$ cat src/rtl/usi_spi_target.sv
// SPI mode-0 target: oversamples sclk/nss/mosi in the clk domain, receives MSB-first
// bytes on sd0 and returns bytes from a one-deep TX holding register on sd1.
module usi_spi_target #(
  parameter int SYNC_STAGES = 2
) (
  input  logic       clk,
  input  logic       rst_n,
  input  logic       sclk_in,
  input  logic       nss_in,
  input  logic       sd0_in,
  output logic       sd1_out,
  output logic       sd1_oe_n,
  input  logic [7:0] tx_data,
  input  logic       tx_valid,
  output logic       tx_ready,
  output logic [7:0] rx_data,
  output logic       rx_valid,
  input  logic       rx_ready,
  output logic       rx_ovf,
  output logic       tx_udf,
  output logic       frame_err
);

  typedef enum logic {
    IDLE,
    ACTIVE
  } state_t;

  logic [SYNC_STAGES-1:0] sclk_sync;
  logic [SYNC_STAGES-1:0] nss_sync;
  logic [SYNC_STAGES-1:0] sd0_sync_q;
  logic                   sclk_d;
  logic                   nss_d;
  logic                   sclk_s;
  logic                   nss_s;
  logic                   sd0_sync;
  logic                   sclk_rise;
  logic                   sclk_fall;
  logic                   nss_fall;
  logic                   nss_rise;

  state_t                 state;
  state_t                 state_next;
  logic                   frame_start;
  logic                   frame_end;
  logic                   sample;
  logic                   shift;

  logic [2:0]             bit_cnt;
  logic [7:0]             rx_shift;
  logic [7:0]             tx_shift;
  logic [7:0]             hold_data;
  logic                   hold_full;
  logic                   tx_load;
  logic                   byte_done;
  logic [7:0]             rx_byte;

  // nss resets high so leaving reset never looks like a chip-select fall.
  always_ff @(posedge clk or negedge rst_n) begin
    if (!rst_n) begin
      sclk_sync  <= '0;
      nss_sync   <= '1;
      sd0_sync_q <= '0;
      sclk_d     <= 1'b0;
      nss_d      <= 1'b1;
    end else begin
      sclk_sync  <= {sclk_sync[SYNC_STAGES-2:0], sclk_in};
      nss_sync   <= {nss_sync[SYNC_STAGES-2:0], nss_in};
      sd0_sync_q <= {sd0_sync_q[SYNC_STAGES-2:0], sd0_in};
      sclk_d     <= sclk_sync[SYNC_STAGES-1];
      nss_d      <= nss_sync[SYNC_STAGES-1];
    end
  end

  assign sclk_s    = sclk_sync[SYNC_STAGES-1];
  assign nss_s     = nss_sync[SYNC_STAGES-1];
  assign sd0_sync  = sd0_sync_q[SYNC_STAGES-1];
  assign sclk_rise = sclk_s & ~sclk_d;
  assign sclk_fall = ~sclk_s & sclk_d;
  assign nss_fall  = ~nss_s & nss_d;
  assign nss_rise  = nss_s & ~nss_d;

  always_ff @(posedge clk or negedge rst_n) begin
    if (!rst_n) state <= IDLE;
    else        state <= state_next;
  end

  // NOTE: every signal driven here gets a default first, so no path infers a latch.
  always_comb begin
    state_next  = state;
    frame_start = 1'b0;
    frame_end   = 1'b0;
    sample      = 1'b0;
    shift       = 1'b0;
    case (state)
      IDLE: begin
        if (nss_fall) begin
          state_next  = ACTIVE;
          frame_start = 1'b1;
        end
      end
      ACTIVE: begin
        // A chip-select release masks any sclk edge seen in the same cycle.
        if (nss_rise) begin
          state_next = IDLE;
          frame_end  = 1'b1;
        end else begin
          sample = sclk_rise;
          shift  = sclk_fall;
        end
      end
      default: state_next = IDLE;
    endcase
  end

  assign tx_load   = frame_start | (shift & (bit_cnt == 3'd0));
  assign byte_done = sample & (bit_cnt == 3'd7);
  assign rx_byte   = {rx_shift[6:0], sd0_sync};

  // NOTE: the data registers are reset as well, so a reset can never leave a stale byte behind.
  always_ff @(posedge clk or negedge rst_n) begin
    if (!rst_n) begin
      bit_cnt   <= 3'd0;
      rx_shift  <= 8'h00;
      tx_shift  <= 8'hFF;
      hold_data <= 8'h00;
      hold_full <= 1'b0;
      rx_data   <= 8'h00;
      rx_valid  <= 1'b0;
      rx_ovf    <= 1'b0;
      tx_udf    <= 1'b0;
      frame_err <= 1'b0;
    end else begin
      rx_ovf    <= 1'b0;
      tx_udf    <= 1'b0;
      frame_err <= frame_end & (bit_cnt != 3'd0);

      if (frame_start || frame_end) bit_cnt <= 3'd0;
      else if (sample)              bit_cnt <= bit_cnt + 3'd1;

      if (sample) rx_shift <= rx_byte;

      if (byte_done) begin
        if (!rx_valid || rx_ready) begin
          rx_data  <= rx_byte;
          rx_valid <= 1'b1;
        end else begin
          rx_ovf <= 1'b1;
        end
      end else if (rx_ready) begin
        rx_valid <= 1'b0;
      end

      if (tx_load) begin
        if (hold_full) begin
          tx_shift <= hold_data;
        end else begin
          tx_shift <= 8'hFF;
          tx_udf   <= 1'b1;
        end
      end else if (shift) begin
        tx_shift <= {tx_shift[6:0], 1'b1};
      end

      // A write can only land while empty, so a same-cycle load leaves the new byte held.
      if (tx_valid && !hold_full) begin
        hold_data <= tx_data;
        hold_full <= 1'b1;
      end else if (tx_load) begin
        hold_full <= 1'b0;
      end
    end
  end

  assign sd1_out  = tx_shift[7];
  assign sd1_oe_n = (state != ACTIVE);
  assign tx_ready = ~hold_full;

endmodule
$ cat config.mk
export PLATFORM = sky130hd
export DESIGN_NAME = usi_spi_target
export DESIGN_NICKNAME = d
export VERILOG_FILES = /design/src/rtl/usi_spi_target.sv
export SDC_FILE = /design/constraint.sdc
export NUM_CORES = 1
export LEC_CHECK = 0
export BUFFER_PORTS_ARGS = -buffer_cell sky130_fd_sc_hd__buf_2
export CAP_MARGIN = 20
export CORE_AREA = 2 2 79 81
export CTS_CLUSTER_SIZE = 8
export DETAILED_ROUTE_END_ITERATION = 7
export DIE_AREA = 0 0 81 83
export HOLD_SLACK_MARGIN = 0.1
export PLACE_DENSITY = 0.5
export SYNTH_ARGS = -nofsm -noshare
export SYNTH_HDL_FRONTEND = slang
export SYNTH_SLANG_ARGS = --single-unit
export TNS_END_PERCENT = 50
$ cat constraint.sdc
create_clock -name clk -period 5.5 [get_ports clk]
set_clock_uncertainty 0.2 [all_clocks]
set_input_delay 0.825 -clock clk [delete_from_list [all_inputs] [get_ports clk]]
set_output_delay 0.825 -clock clk [all_outputs]
set_load 0.005 [all_outputs]
## Yosys cells after proc, flatten, opt, wreduce, memory -nomap -nowiden

Index checks and enable logic that the tools add are counted.

- Bits of input ports: 15
- Output and inout bits: 15
- Memories: 0
- Memory bits (read-only): 0
- Register bits after elaboration: 48
- Word-level logic and storage cells: 70
- Bits in latches: 0
- Memory bits (writable): 0

- Add/subtract/negate cells: 1
- $mul: 0
- Eq/ne operators: 2
- $lt $le $gt $ge: 0
- Reduce and logical (&&, ||, !) cells: 13
- Bitwise operators: 14
- Divide/modulo/power cells: 0
- Shift operators: 0
- Muxes and demuxes: 24

Operator list:

| cell | number |
|---|---|
| 8-bit two-way mux | 3 |
| 1-bit two-way mux | 18 |
| 2-bit nonzero test | 4 |
| 1-bit bitwise AND | 7 |
| 3-bit two-way mux | 2 |
| 1-bit inverter | 6 |
| 2-bit AND reduction | 2 |
| 3-bit by 1-bit adder with 3-bit output (second input constant) | 1 |
| 3-bit == test (second input constant) | 1 |
| 3-bit logical NOT | 1 |
| 3-bit nonzero test | 1 |
| 1-bit logical NOT | 2 |
| 1-bit logical OR | 2 |
| 2-bit by 1-bit inequality test with 1-bit output (second input constant) | 1 |
| 1-bit case mux with 2 select lines | 1 |
| 1-bit logical AND | 1 |
| 1-bit bitwise OR | 1 |

## Logic depth before layout (Yosys ltp)

Gate-level depths: netlist of run 1.

- Depth after elaboration: 8
- Mapped depth: 6
- Gate-level depth less buffers: 5

## Least setup slack after synthesis of run 1

OpenSTA, ideal clock, no wires.

- Path type: input-to-reg
- Start: input port rx_ready
- End: register rx_data[0]
- Data required time: 5,175 ps
- Cell stages on the path: 4
- Buffers on the path: 1
- Arrival: 1,543 ps
- Library setup time: 125 ps
- Slack: 3,632 ps
- Path through: nand2b_1 nor2b_1 buf_6 mux2_4

- Word-level cells in the longest chain between the ends: 2

RTL lines:

| item | line | source |
|---|---|---|
| start: declaration | 18 | `input logic rx_ready,` |
| 1-bit logical OR | 144 | `if (!rx_valid \|\| rx_ready) begin` |
| 2-bit AND reduction (no source line) | - |  |
| end signal: assignment | 145 | `rx_data <= rx_byte;` |
| end: declaration | 16 | `output logic [7:0] rx_data,` |

Every way passes these cells.
A chain may end at the register's enable or synchronous reset.

## Worst setup path after layout of run 1

- Start: register nss_d
- End: register rx_data[1]

- Word-level cells in the longest chain between the ends: 6

RTL lines:

| item | line | source |
|---|---|---|
| start: declaration | 33 | `logic nss_d;` |
| start signal: assignment | 71 | `nss_d <= nss_sync[SYNC_STAGES-1];` |
| 1-bit inverter | 81 | `assign nss_rise = nss_s & ~nss_d;` |
| 1-bit bitwise AND | 81 |  |
| 1-bit two-way mux | 104 | `if (nss_rise) begin` |
| 1-bit two-way mux | 95 | `case (state)` |
| 1-bit bitwise AND | 117 | `assign byte_done = sample & (bit_cnt == 3'd7);` |
| 2-bit AND reduction (no source line) | - |  |

Every way passes these cells.

==> impl_metrics.tcl, run 1 <==
set metrics [dict create \
    status "complete, no violations" \
    endpoint_kind "flip-flop" \
    place_inst 242 \
    grt_overflow_total 0 \
    leakage_nw 1.10 \
    htree_levels 2 \
    drt_iter0_drc 21 \
    cp-start-kind "flip-flop" \
    post_cts_resized 0 \
    grt_pass1_wl_mm 5.41 \
    final_util_pct 39.8 \
    sw_frac_of_total_pct 27.4 \
    worstMarginPinSlew_ps 908 \
    syn_area_sq_mm 0.00201 \
    ys_ff_latch 48 \
    seqPwrFrac_pct 55.8 \
    io_pins 30 \
    initial_utilization_pct 34.5 \
    drtAntennaViolNets 0 \
    synthArstFlopShare_pct 100 \
    cp_max_fo 8 \
    ctsLongestPathBuffers 2 \
    vias 1137 \
    final_area_sq_mm 0.00231 \
    r2r_end "rx_data[1]" \
    finalCritPeriodShare_pct 41.5 \
    r2r_cells 4 \
    grt_pass1_vias 1153 \
    irDropWorstVdd_mv 0.156 \
    post_cts_buffers 0 \
    p_sw_mw 0.254 \
    drv_slew 0 \
    crit_required_ps 5490 \
    gp_congestion 0.692 \
    cts_buffers 5 \
    fin_nets 193 \
    synth-edff-count 0 \
    syn_inst 143 \
    n_antenna_cell 0 \
    multiInputGateArea_sq_um 718 \
    critical_path_arrival_ps 2280 \
    die_area_sq_mm 0.00672 \
    syn_nets 161 \
    grt_max_degree 49 \
    setup_viol 0 \
    wirelength_mm 3.26 \
    coreArea_sq_mm 0.00582 \
    cts_tree "built" \
    intPower_mw 0.676 \
    port_buffers 29 \
    rsz0062_at_grt "no" \
    die_x_um 81 \
    insertion_delay_ps 300 \
    regArea_sq_mm 0.00121 \
    holdBufCountCts 0 \
    hp-start "sd0_sync_q[0]" \
    fin_tns_setup_ps 0 \
    row_count 28 \
    hold_end "sd0_sync_q[1]" \
    yosysSeqAreaShare_pct 60.6 \
    holdPathStages 0 \
    die-height_um 83 \
    synth_cell_types 29 \
    path_clk_slew_ps 90 \
    dp_hpwl_mm 2.25 \
    first_pass_iters 4 \
    reg2reg_from "nss_d" \
    track_usage_pct 10.6 \
    rrSetupSlack_ps 3210 \
    avgRoutedWirePerCell_um 13.0 \
    yosys_warnings 0 \
    avgSynthCellArea_sq_um 14.0 \
    placed_area_sq_mm 0.00220 \
    worstHoldPathType "flip-flop to flip-flop" \
    cap_violations 0 \
    drive_gt1_share_pct 45.5 \
    synth_ff_type "dfrtp_1" \
    pre_cts_ws_ps 3040 \
    filler_cell_count 587 \
    crit_type "flip-flop to flip-flop" \
    fin_cells 251 \
    area_growth_syn_to_layout_pct 15.4 \
    setup_ws_ps 3210 \
    drc_errors 0 \
    slew_headroom_pct 39.3 \
    numClockSinks 48 \
    via_per_inst 4.53 \
    root_buffer "clkbuf_8" \
    p_clk_share_pct 23.0 \
    antenna_found_initial 0 \
    period_needed_ps 2290 \
    max_freq_mhz 438 \
    final_hold_viol_count 0 \
    power_density_mw_per_mm2 402 \
    comb_power_share_pct 21.2 \
]
==> layout by cell type (no fill, tap or decap) <==
cell type	n
dfrtp_1	37
buf_2	29
mux2_2	16
nor2_1	11
dfstp_2	11
nand2b_1	9
inv_1	8
mux2_4	8
a21oi_1	7
mux2i_1	7
clkbuf_8	6
nor2b_1	3
ha_1	3
nand2_1	2
a22o_1	2
a21oi_2	2
clkinv_2	2
nand2b_2	1
a211oi_1	1
nor3b_4	1
a41o_1	1
a21oi_4	1
and3_1	1
nand4_1	1
o21ai_0	1
nand3_1	1
nor2_2	1
a31oi_4	1
nor3_1	1
buf_12	1
==> worst max path at each step <==
stage,start,slack (ps),to
2_1_floorplan,rx_ready,3630,rx_data[0]
3_3_place_gp,rx_ready,3080,rx_data[1]
3_5_place_dp,rx_ready,3040,rx_data[1]
4_1_cts,nss_d,3190,rx_data[1]
5_1_grt,nss_d,3100,rx_data[5]
6_report,nss_d,3210,rx_data[1]
==> synth_stat cells, types with 2 or more instances <==
master	number	area, sq um
dfstp_2	11	289
nor2b_1	3	18.8
dfrtp_1	37	926
inv_1	8	30.0
a21oi_2	2	17.5
buf_6	3	33.8
ha_1	3	37.5
mux2_4	8	120
nor2_1	11	41.3
nand2b_1	9	56.3
mux2i_1	7	70.1
mux2_2	16	180
nand2_1	2	7.51
a21oi_1	7	35.0
a22o_1	2	17.5
==> flip-flops by register name, summed over array words and instances (netlist names) <==
signal      count
sd0_sync_q      2
nss_d           1
rx_shift        7
nss_sync        2
tx_udf          1
bit_cnt         3
state           1
sclk_d          1
rx_valid        1
hold_data       8
hold_full       1
tx_shift        8
frame_err       1
rx_ovf          1
sclk_sync       2
rx_data         8
==> per-layer routing <==
metal	GRT usage, %	vias to the layer above	wire length, um
met5	0	-	0
met1	12.7	561	1450
met2	17.1	28	1600
li1	-	544	-
met3	4.02	4	171
met4	3.70	0	41
==> cells by family after synthesis <==
group | count (synthesis) | share of synthesized area, %
flops | 48 | 60.6
buf+inv | 13 | 3.62
fa+ha+maj | 3 | 1.87
mux | 31 | 18.5
compound gates | 16 | 6.49
simple gates | 32 | 8.98
==> power by group through the flow <==
stage / logic (mW) / registers, mW / clock network, mW
3_5_place_dp: 0.200 / 0.528 / 0
3_3_place_gp: 0.192 / 0.523 / 0
4_1_cts: 0.201 / 0.521 / 0.226
6_report: 0.197 / 0.519 / 0.214
2_1_floorplan: 0.166 / 0.506 / 0
5_1_grt: 0.226 / 0.533 / 0.239
==> critical path: stages, from the launching register on <==
cell      delay, ps
dfstp_2         540
nand2b_2        170
nand4_1         170
nor2b_1         750
mux2_4          350
==> final cells by class <==
class / count / area share (%)
clock buffers: 6 / 3.57
clock inverters: 2 / 0.432
inverters: 8 / 1.30
multi-input cells: 82 / 31.0
flip-flops and latches: 48 / 52.5
well taps: 75 / 4.05
repair buffers: 30 / 7.14
==> through the flow <==
stage / power [mW] / hold slack, ps
after floorplan: 0.672 / 131
after global placement: 0.714 / 138
after detailed placement: 0.728 / 136
after CTS: 0.948 / 157
after global routing: 0.999 / 162
final: 0.930 / 153
(Power assumes the default switching activity.)
==> run 2: changes to the inputs <==
- ABC_AREA: not set -> 1
- CORE_AREA: 2 2 79 81 -> 2 2 80 82
- DIE_AREA: 0 0 81 83 -> 0 0 82 84
- PLACE_DENSITY: 0.5 -> 0.51
- clock period: 5.5 -> 2 ns (I/O delays scaled with it)
==> impl_metrics.tcl, run 2 <==
set metrics [dict create \
    avgSynthCellArea_sq_um 10.0 \
    period_needed_ps 1650 \
    r2r_cells 5 \
    drtAntennaViolNets 0 \
    finalCritPeriodShare_pct 82.4 \
    track_usage_pct 12.5 \
    gp_congestion 0.723 \
    vias 1435 \
    synthAdderAreaFrac_pct 1.83 \
    post_cts_buffers 0 \
    ctsLongestPathBuffers 2 \
    worst_path_largest_cell_delay_ps 410 \
    syn_area_sq_mm 0.00205 \
    synth_simple_gate_area_share_pct 28.7 \
    path_clk_slew_ps 90 \
    post-synth-top-count-cell "nand2_1" \
    yosysTopAreaCell "dfrtp_1" \
    die_area_sq_mm 0.00689 \
    irDropWorstVdd_mv 0.356 \
    top_usage_layer "met1" \
    cts_tree "built" \
    grt_pass1_vias 1435 \
    synth_commonest_cells "nand2_1, dfrtp_1, nand3_1" \
    n_antenna_cell 0 \
    synth_area_leaders "dfrtp_1, dfstp_2, nand2_1" \
    drt_iter0_drc 61 \
    initial_utilization_pct 33.7 \
    multiInputGateArea_sq_um 734 \
    htree_levels 2 \
    syn_nets 223 \
    numClockSinks 48 \
    synth_cell_types 25 \
    die-height_um 84 \
    path_depth 5 \
    fin_total_pwr_mw 2.84 \
    drv_slew 0 \
    rrSetupSlack_ps 350 \
    insertion_delay_ps 300 \
    crit_chain "ha_1, ha_1, nand3_2, nand2_1, nand2_1" \
    endpoint_kind "flip-flop" \
    coreArea_sq_mm 0.00610 \
    yosys_warnings 0 \
    die_x_um 82 \
    cp_max_fo 10 \
    reg2reg_from "bit_cnt[0]" \
    fin_nets 271 \
    regArea_sq_mm 0.00121 \
    timing.critical_path.from "bit_cnt[0]" \
    yosysSeqAreaShare_pct 59.2 \
    leakage_nw 1.33 \
    slew_headroom_pct 75.6 \
    reg_top3 "hold_data: 8 flops, rx_data: 8 flops, tx_shift: 8 flops" \
    use_met2_pct 17.7 \
    cp-start-kind "flip-flop" \
    yosys.area.top_type_share_pct 45.1 \
    rsz0062_at_grt "no" \
    area_growth_syn_to_layout_pct 24.0 \
    synth_top_family_by_area "simple AND/OR/NAND/NOR gates" \
    grt.met1_usage_pct 18.4 \
    io_pins 30 \
    drive_gt1_share_pct 32.3 \
    worstHoldPathType "flip-flop to flip-flop" \
    gr-usage-met3_pct 3.03 \
    worstMarginPinSlew_ps 365 \
    cap_violations 0 \
    crit_type "flip-flop to flip-flop" \
    row_count 29 \
    synth-edff-count 0 \
    hp-start "sd0_sync_q[0]" \
    final_cell_mix "nand2_1, dfrtp_1, buf_2" \
    final_common_cell "nand2_1" \
    yosys.area_share.xor_xnor_pct 0 \
    grt_max_degree 49 \
    crit_buf_inv 0 \
    status "complete, no violations" \
    avgRoutedWirePerCell_um 11.3 \
    cpLargestDelayFamily "adder cells" \
    filler_cell_count 621 \
    max_freq_mhz 607 \
    cts_buffers 5 \
    synth_ff_type "dfrtp_1" \
    syn_inst 205 \
    port_buffers 29 \
    power_density_mw_per_mm2 1120 \
    fin_tns_setup_ps 0 \
    crit_required_ps 2000 \
    drc_errors 0 \
    crit_slowest_cell "dfrtp_1" \
    grt_overflow_total 0 \
    dp_hpwl_mm 2.63 \
    root_buffer "clkbuf_8" \
    wirelength_mm 3.74 \
    first_pass_iters 4 \
    critical_path_arrival_ps 1650 \
    grt_pass1_wl_mm 6.69 \
    holdPathStages 0 \
    antenna_found_initial 0 \
    setup_viol 0 \
    final_hold_viol_count 0 \
    synthArstFlopShare_pct 100 \
    ys_ff_latch 48 \
    synth.area.mux_share_pct 4.39 \
    via_per_inst 4.34 \
    synth_compound_area_share_pct 0.915 \
]
-- run 2: changes by cell type after synthesis, sizes merged, moves of 6 or more --
cell and change:
or2 +7, mux2 -16, mux2i -7, nor2 -6, inv +10, nand4 +7, nand3 +19, a21oi -10
nand2 +71, nand2b -10
-- run 2: metrics by stage --
stage / instance area [sq um] / hold WS (ps) / util [%] / setup WS (ps) / std cells
after global routing: 2540 / 172 / 41.7 / 188 / 331
after floorplan: 2050 / -196 / - / 558 / 205
after detailed placement: 2310 / 106 / 37.9 / 372 / 311
final: 2540 / 158 / 41.7 / 352 / 331
after global placement: 2310 / 109 / 37.9 / 408 / 311
after CTS: 2540 / 147 / 41.7 / 349 / 331
-- run 2: cell families after synthesis --
family / after synthesis
AND/OR/NAND/NOR: 120
flip-flops: 48
buffers and inverters: 23
adder cells (fa/ha/maj): 3
AO/OA/AOI/OAI: 3
multiplexers: 8
-- run 2: metal layers --
metal | vias up | part of all wire (%)
li1 | 749 | -
met4 | 0 | 1.9
met1 | 662 | 52
met3 | 6 | 2.3
met5 | - | 0
met2 | 18 | 44
-- run 2: layout make-up --
cell class	count	area share (%)
clock buffers	5	2.70
clock inverters	3	1.87
inverters	18	2.65
multi-input cells	134	28.9
flip-flops and latches	48	47.7
well taps	77	3.79
repair buffers	46	12.4
-- run 2: power breakdown --
part,internal [mW],total (mW),switching (mW)
sequential,1.28,1.42,0.145
clock,0.377,0.714,0.337
combinational,0.351,0.708,0.357
total,2.00,2.84,0.839
-- run 2: repair_timing --
| action | CTS | global route |
|---|---|---|
| setup endpoints to repair | 0 | 0 |
| gates resized for setup | 0 | 0 |
| endpoints found under the hold margin | 59 | 0 |
| hold buffers | 12 | 0 |
-- run 2: worst paths after layout --
path	endpoint
hold / removal	sd0_sync_q[1]
min in group asynchronous	rx_data[2]
setup reg to reg	rx_data[0]
hold reg to reg	sd0_sync_q[1]
setup / recovery	rx_data[0]
max in group asynchronous	tx_shift[5]
-- run 2: worst register-to-register path, stage by stage (launching register included) --
cell     delay (ps)
dfrtp_1         410
ha_1            170
ha_1            360
nand3_2         240
nand2_1         110
nand2_1          50
==> run 3: changes to the inputs <==
- clock period: 2 -> 1.4 ns (I/O delays scaled with it)
==> impl_metrics.tcl, run 3 (synthesis gave the netlist of run 2 again) <==
set metrics [dict create \
    initial_utilization_pct 33.7 \
    n_antenna_cell 0 \
    grt_overflow_total 0 \
    grt_pass1_wl_mm 7.03 \
    row_count 29 \
    cp-start-kind "flip-flop" \
    final_hold_viol_count 0 \
    port_buffers 29 \
    pre_cts_ws_ps -137 \
    htree_levels 2 \
    rsz0062_at_grt "yes" \
    io_pins 30 \
    drt_iter0_drc 92 \
    area_growth_syn_to_layout_pct 41.6 \
    crit_required_ps 1390 \
    track_usage_pct 13.2 \
    drc_errors 0 \
    crit_type "flip-flop to flip-flop" \
    timing.critical_path.from "nss_sync[1]" \
    cp_max_fo 3 \
    worstHoldPathType "flip-flop to flip-flop" \
    drv_slew 0 \
    cts_buffers 5 \
    grt_pass1_vias 1581 \
    cts_tree "built" \
    setup_viol 31 \
    avgRoutedWirePerCell_um 11.8 \
    fin_nets 294 \
    first_pass_iters 4 \
    reg2reg_from "nss_sync[1]" \
    failed_checks "setup timing" \
    holdPathStages 0 \
    root_buffer "clkbuf_8" \
    max_freq_mhz 651 \
    numClockSinks 48 \
    period_needed_ps 1540 \
    die-height_um 84 \
    drive_gt1_share_pct 44.8 \
    worstMarginPinSlew_ps 266 \
    drtAntennaViolNets 0 \
    die_area_sq_mm 0.00689 \
    fin_tns_setup_ps -3100 \
    whs_ps 156 \
    gp_congestion 0.750 \
    rrSetupSlack_ps -140 \
    final_common_cell "nand2_1" \
    endpoint_kind "flip-flop" \
    slew_headroom_pct 82.3 \
    path_clk_slew_ps 80 \
    multiInputGateArea_sq_um 858 \
    final_util_pct 47.7 \
    reg_top3 "hold_data: 8 flops, rx_data: 8 flops, tx_shift: 8 flops" \
    finalCritPeriodShare_pct 110 \
    antenna_found_initial 0 \
    r2r_cells 7 \
    filler_cell_count 579 \
    insertion_delay_ps 290 \
    dp_hpwl_mm 2.62 \
    cap_violations 0 \
    vias 1590 \
    critical_path_arrival_ps 1530 \
    power_density_mw_per_mm2 1420 \
    setup.worst_path.end "bit_cnt[0]" \
    ctsLongestPathBuffers 2 \
    r2r_end "bit_cnt[0]" \
    coreArea_sq_mm 0.00610 \
    die_x_um 82 \
    status "complete, but fails checks" \
    irDropWorstVdd_mv 0.590 \
    grt_max_degree 49 \
    via_per_inst 4.49 \
    leakage_nw 1.51 \
    setup_ws_ps -136 \
    wirelength_mm 4.19 \
    final_cell_mix "nand2_1, dfrtp_1, buf_2" \
    regArea_sq_mm 0.00122 \
]
-- run 3: final cells by class --
type                       instances  share of cell area [%]
timing repair buffer              68                    19.6
clock buffer                       8                    3.10
tap                               77                    3.32
inverter                          18                    2.58
sequential                        48                    41.9
multi-input combinational        135                    29.5
-- run 3: worst max-delay path, stage by stage (launching register included) --
cell,delay [ps]
dfstp_2,570
nand2_4,80
buf_4,130
buf_4,130
o21ai_2,150
nor2_4,60
nand2_1,70
o21ai_2,50
-- run 3: layer usage --
layer  global-route usage (%)  share of wire [%]  up-vias
met5                        0                  0        -
met4                     4.09               0.84        0
met3                     3.25                2.7        2
met2                     20.3                 48       24
met1                     18.1                 48      767
li1                         -                  -      797
-- run 3: per-stage QoR --
stage | instances | total power, mW | area, sq um
after global placement | 319 | 3.07 | 2380
after global routing | 354 | 4.44 | 2910
final | 354 | 4.13 | 2910
after CTS | 346 | 4.06 | 2740
after floorplan | 205 | 2.75 | 2050
after detailed placement | 319 | 3.09 | 2380
-- run 3: worst min path at each step --
stage / from / end / slack (ps)
2_1_floorplan: rst_n / bit_cnt[0] / -290
3_3_place_gp: rst_n / tx_udf / 20
3_5_place_dp: rst_n / tx_udf / 20
4_1_cts: tx_valid / hold_full / 60
5_1_grt: nss_sync[0] / nss_sync[1] / 170
6_report: sd0_sync_q[0] / sd0_sync_q[1] / 160
-- run 3: power breakdown --
group | switching (mW) | leakage, nW | internal [mW]
clock network | 0.444 | 0.0455 | 0.404
registers | 0.228 | 0.592 | 1.82
logic | 0.581 | 0.873 | 0.649
-- run 3: what timing repair did --
| action | in CTS | in global routing |
|---|---|---|
| gates resized for setup | 18 | 30 |
| buffers inserted | 6 | 7 |
| hold buffers | 12 | 1 |
| setup endpoints to repair | 30 | 41 |
| gates cloned | 1 | 2 |
| pin swaps | 10 | 7 |
| hold endpoints to repair | 60 | 1 |
